===== src/rtl/led_counter_ctrl_if.sv =====
// led_counter_ctrl_if: key inputs and LED/status outputs of the LED counter controller
interface led_counter_ctrl_if #(parameter int WIDTH = 8);
  logic [1:0]       key_n;
  logic [WIDTH-1:0] led;
  logic             running;
  logic             dir_down;
  modport master(output key_n, input led, running, dir_down);
  modport slave(input key_n, output led, running, dir_down);
endinterface


===== src/rtl/led_counter_ctrl.sv =====
// led_counter_ctrl: debounced run/pause/direction control of a prescaled wrapping up/down LED counter
module led_counter_ctrl #(
  parameter int WIDTH    = 8,
  parameter int TICK_DIV = 25_000_000,
  parameter int DEBOUNCE = 500_000
) (
  input logic             clk,
  input logic             rst,
  led_counter_ctrl_if.slave bus
);
  localparam int TW = $clog2(TICK_DIV);
  localparam int DW = $clog2(DEBOUNCE + 1);
  localparam logic [1:0] IDLE  = 2'd0;
  localparam logic [1:0] RUN   = 2'd1;
  localparam logic [1:0] PAUSE = 2'd2;
  logic [1:0]       sync1_q, sync2_q, deb_q, deb_d, press_evt;
  logic [DW-1:0]    dcnt_q [2];
  logic [DW-1:0]    dcnt_d [2];
  logic [DW-1:0]    inc [2];
  logic [1:0]       state_q, state_d;
  logic [TW-1:0]    tick_q, tick_d;
  logic [WIDTH-1:0] led_q, led_d;
  logic             dir_q, dir_d;
  logic             start_evt, dir_evt, clear, step;
  // Stability counter runs only while the synced level disagrees with the accepted one
  always_comb begin
    for (int i = 0; i < 2; i++) begin
      inc[i]    = dcnt_q[i] + 1'b1;
      deb_d[i]  = (sync2_q[i] != deb_q[i] && inc[i] == DW'(DEBOUNCE)) ? sync2_q[i] : deb_q[i];
      dcnt_d[i] = (sync2_q[i] == deb_q[i] || inc[i] == DW'(DEBOUNCE)) ? '0 : inc[i];
    end
  end
  assign press_evt = deb_q & ~deb_d;
  assign start_evt = press_evt[0];
  assign dir_evt   = press_evt[1];
  assign clear     = start_evt & dir_evt;
  assign step      = state_q == RUN && tick_q == TW'(TICK_DIV - 1);
  // Clear dominates; a step in the same cycle as a start still lands before pausing
  always_comb begin
    state_d = clear ? IDLE : start_evt ? (state_q == RUN ? PAUSE : RUN) : state_q;
    tick_d  = clear ? '0 : state_q != RUN ? tick_q : step ? '0 : tick_q + 1'b1;
    led_d   = clear ? '0 : !step ? led_q : dir_q ? led_q - 1'b1 : led_q + 1'b1;
    dir_d   = clear ? 1'b0 : dir_q ^ dir_evt;
  end
  always_ff @(posedge clk or posedge rst) begin
    if (rst) begin
      sync1_q <= 2'b11;
      sync2_q <= 2'b11;
      deb_q   <= 2'b11;
      dcnt_q  <= '{default: '0};
      state_q <= IDLE;
      tick_q  <= '0;
      led_q   <= '0;
      dir_q   <= 1'b0;
    end else begin
      sync1_q <= bus.key_n;
      sync2_q <= sync1_q;
      deb_q   <= deb_d;
      dcnt_q  <= dcnt_d;
      state_q <= state_d;
      tick_q  <= tick_d;
      led_q   <= led_d;
      dir_q   <= dir_d;
    end
  end
  assign bus.led      = led_q;
  assign bus.running  = state_q == RUN;
  assign bus.dir_down = dir_q;
endmodule


===== src/flat_wrapper.sv =====
// flat-port wrapper written by rule: the top's interface ports become plain ports
module led_counter_ctrl_flat 
#(
  parameter int WIDTH    = 8,
  parameter int TICK_DIV = 25_000_000,
  parameter int DEBOUNCE = 500_000
)
  (clk, rst, bus_key_n, bus_led, bus_running, bus_dir_down);
  led_counter_ctrl_if #(.WIDTH(WIDTH)) bus_i ();
  input logic clk;
  input logic rst;
  input wire logic [$bits(bus_i.key_n)-1:0] bus_key_n;
  output wire logic [$bits(bus_i.led)-1:0] bus_led;
  output wire logic [$bits(bus_i.running)-1:0] bus_running;
  output wire logic [$bits(bus_i.dir_down)-1:0] bus_dir_down;
  assign bus_i.key_n = bus_key_n;
  assign bus_led = bus_i.led;
  assign bus_running = bus_i.running;
  assign bus_dir_down = bus_i.dir_down;
  led_counter_ctrl #(.WIDTH(WIDTH), .TICK_DIV(TICK_DIV), .DEBOUNCE(DEBOUNCE)) u_core (.clk(clk), .rst(rst), .bus(bus_i));
endmodule

===== config.mk =====
export PLATFORM = sky130hd
export DESIGN_NAME = led_counter_ctrl_flat
export DESIGN_NICKNAME = d
export VERILOG_FILES = /design/src/rtl/led_counter_ctrl_if.sv /design/src/rtl/led_counter_ctrl.sv /design/src/flat_wrapper.sv
export SDC_FILE = /design/constraint.sdc
export NUM_CORES = 1
export LEC_CHECK = 0
export CORE_UTILIZATION = 50
export CTS_CLUSTER_DIAMETER = 50
export DETAILED_ROUTE_END_ITERATION = 10
export GPL_TIMING_DRIVEN = 0
export HOLD_SLACK_MARGIN = 0.06
export PLACE_DENSITY = 0.64
export SYNTH_ARGS = -nofsm -noshare
export SYNTH_HDL_FRONTEND = slang
export SYNTH_SLANG_ARGS = --single-unit

===== constraint.sdc =====
create_clock -name clk -period 3.31 [get_ports clk]
set_input_delay 0.331 -clock clk [delete_from_list [all_inputs] [get_ports clk]]
set_output_delay 0.331 -clock clk [all_outputs]
set_load 0.005 [all_outputs]

==> impl_metrics.yaml <==
timing:
  fin_ws_ns: 0.3549
  max_freq_mhz: 338.4
  fin_crit_ns: 2.955
  setup_viol: 0
  setup_tns_ns: 0
  hold_violations: 0
  slew_headroom: 0.5460
  skew_ns: 0.009525
  final-max-slew-violation-count: 0
  worst_slew_pin_slew_ns: 0.6757
  rsz0062_at_grt: "no"
  fin_crit_sh: 0.8928
  fin_hold_ws_ns: 0.2378
routing:
  avgViaCountPerCell: 5.737
  drcViolationCount: 0
  drt-pass1-iter-count: 5
  drt.antenna.violating_nets: 0
  vias: 3614
  drt-initial-drc-count: 156
  routedWlPerCell_um: 14.54
  routed_wl_um: 9162
clock_network:
  holdBufCountCts: 0
  cts.sinks: 80
  htree_levels: 3
  root_buffer: "clkbuf_8"
  tritoncts: "yes"
  numCtsBuffers: 9
  clockBufferDepth: 2
  clock_latency_ns: 0.36
  clk_transition_reported_paths_ns: 0.09
  cts_resized: 0
  postCtsSetupBuffers: 0
synthesis:
  synthesis.instances: 492
  netlist_area_um2: 4488
  ys_ff_latch: 80
  synth_cell_type_count: 57
  synthArstFlopShare: 1.000
  synth.net_count: 506
  ys_seq_area_frac: 0.4477
  synthFlopType: "dfrtp_1"
  avgSynthCellArea_um2: 9.122
  synth.largest_area_cell: "dfrtp_1"
  synth_edf_count: 0
  yosysWarnings: 0
  synth.top_cell.area_share: 0.4126
  synth.area.top_cells: "dfrtp_1 41%, nor2_1 6.8%, xor2_1 5.5%"
power:
  power.leakage_uw: 0.002102
  power_switching_uw: 411.2
  swShare: 0.2443
  power-per-cell-area_nw_per_um2: 340.2
  clkPwrFrac: 0.379
  pwr-share-seq: 0.591
  internal_power_uw: 1272
  peakVddDrop_uv: 245.9
  p_comb_frac: 0.031
critical_path:
  crit_fanout: 10
  crit_arrival_ns: 3.21
  r2r-end: "u_core.bus.led[4]"
  path_class: "reg2reg"
  required_ns: 3.57
  rr_worst_depth: 8
  start_kind: "register"
  end_kind: "register"
  rrSetupSlack_ns: 0.35
  regToRegStartpoint: "u_core.tick_q[7]"
global_routing:
  antenna_found_initial: 0
  grt.total_usage: 0.2153
  grt-ovfl-total: 0
  grt_pass1_vias: 3519
  grt_pass1_wl_um: 16450
  grt_start_max_net_pins: 68
outcome:
  status: "finished clean"
floorplan:
  dieArea_um2: 9359
  die_x_um: 96.74
  start_util: 0.5146
  dieHeight_um: 96.74
  num_rows: 34
  coreArea_um2: 8721
  ios: 14
placement:
  post-place-ws_ns: 0.3524
  place_inst: 614
  port-buffer-count: 13
  hpwl_um: 6302
  routabilityCongestion: 0.8128
run:
  max_cap_viol_count: 0
min_path:
  hp-class: "in2async"
layout:
  num_antenna_cells: 0
  fin_nets: 531
  syn2layout_area_growth_pct: 10.23
  layout-drive-gt1-share: 0.08621
  layout.cells.non_filler: 630
==> layout by cell type (no fill, tap or decap), types with 5 or more instances in the layout <==
master,count
a21oi_1,27
and3_1,8
clkbuf_1,8
clkbuf_8,9
clkdlybuf4s50_1,13
dfrtp_1,74
dfstp_2,6
ha_1,9
inv_1,11
mux2i_1,5
nand2_1,40
nand3_1,28
nand4_1,16
nor2_1,81
nor3_1,17
nor4_1,14
o21ai_0,19
xnor2_1,24
xor2_1,28
==> power groups by stage <==
stage	logic [µW]	registers (µW)	clock network, µW
finish	51.6	994	637
global route	59.6	996	703
CTS	54.2	994	659
detailed placement	54.2	1010	0
global placement	49.4	1010	0
floorplan	33.3	1010	0
==> cell type report <==
type	count	area, µm²
flip-flops and latches	80	2009
clock buffers	10	127.6
plain buffers	14	86.33
fillers	799	3774
multi-input cells	385	2344
clock inverters	6	36.28
repair buffers	14	157.7
well taps	108	135.1
inverters	13	51.30
==> cell families (layout without fill, tap and decap cells) <==
logic type / count (synthesis) / after routing / share of synthesized area
flip-flops: 80 / 80 / 0.4477
adder cells (fa/ha/maj): 10 / 10 / 0.02955
AND/OR/NAND/NOR: 242 / 242 / 0.2699
XOR/XNOR: 52 / 52 / 0.1015
AO/OA/AOI/OAI: 74 / 74 / 0.1051
multiplexers: 7 / 7 / 0.01617
buffers and inverters: 27 / 57 / 0.03011
==> routing by layer <==
layer,wire (µm),track usage
met4,209,0.09529
met3,261,0.03396
met1,4581,0.3019
met2,4110,0.3304
met5,0,0
==> per-stage QoR <==
stage / instance area (µm²) / util / total power (µW)
3_3_place_gp: 4753 / 0.5451 / 1063
6_report: 4947 / 0.5673 / 1683
2_1_floorplan: 4488 / - / 1045
5_1_grt: 4947 / 0.5673 / 1759
3_5_place_dp: 4783 / 0.5485 / 1068
4_1_cts: 4947 / 0.5673 / 1708
==> synthesized netlist by cell type (all sizes together) (4+ instances only) <==
master  number
mux2i        5
and3         9
a21oi       27
nor4        14
nor3b        4
nand2       42
dfrtp       74
inv         12
xnor2       24
or3          5
xor2        28
ha           9
nor2        82
buf          7
nand4       17
or4          5
clkbuf       7
o21ai       19
nor3        17
and4         4
nand3       28
dfstp        6
nor2b        4
==> sequential cells by signal (all words and copies together) (netlist names) <==
register,cells
u_core.dcnt_q,38
u_core.tick_q,25
u_core.bus.led,8
u_core.deb_q,2
u_core.state_q,2
u_core.sync1_q,2
u_core.sync2_q,2
u_core.bus.dir_down,1
==> critical path, stage by stage, from the launching register on <==
cell and delay, ns:
dfrtp_1 0.44, nor4b_1 0.47, nand3_1 0.12, or4_1 0.50, clkbuf_1 0.19, nor2_1 0.52
buf_2 0.35, mux2i_1 0.21, nor2_1 0.05
==> how the worst max path moves through the flow <==
| stage | startpoint | end | slack (ns) |
|---|---|---|---|
| final | u_core.tick_q[7] | u_core.bus.led[4] | 0.35 |
| after global routing | u_core.dcnt_q[0] | u_core.tick_q[9] | 0.08 |
| after CTS | u_core.dcnt_q[21] | u_core.dcnt_q[32] | 0.34 |
| after detailed placement | u_core.dcnt_q[21] | u_core.dcnt_q[31] | 0.35 |
| after global placement | rst | u_core.dcnt_q[35] | -0.41 |
| after floorplan | u_core.dcnt_q[5] | u_core.tick_q[3] | 0.90 |
No activity file was read; power rests on OpenSTA's default activity.
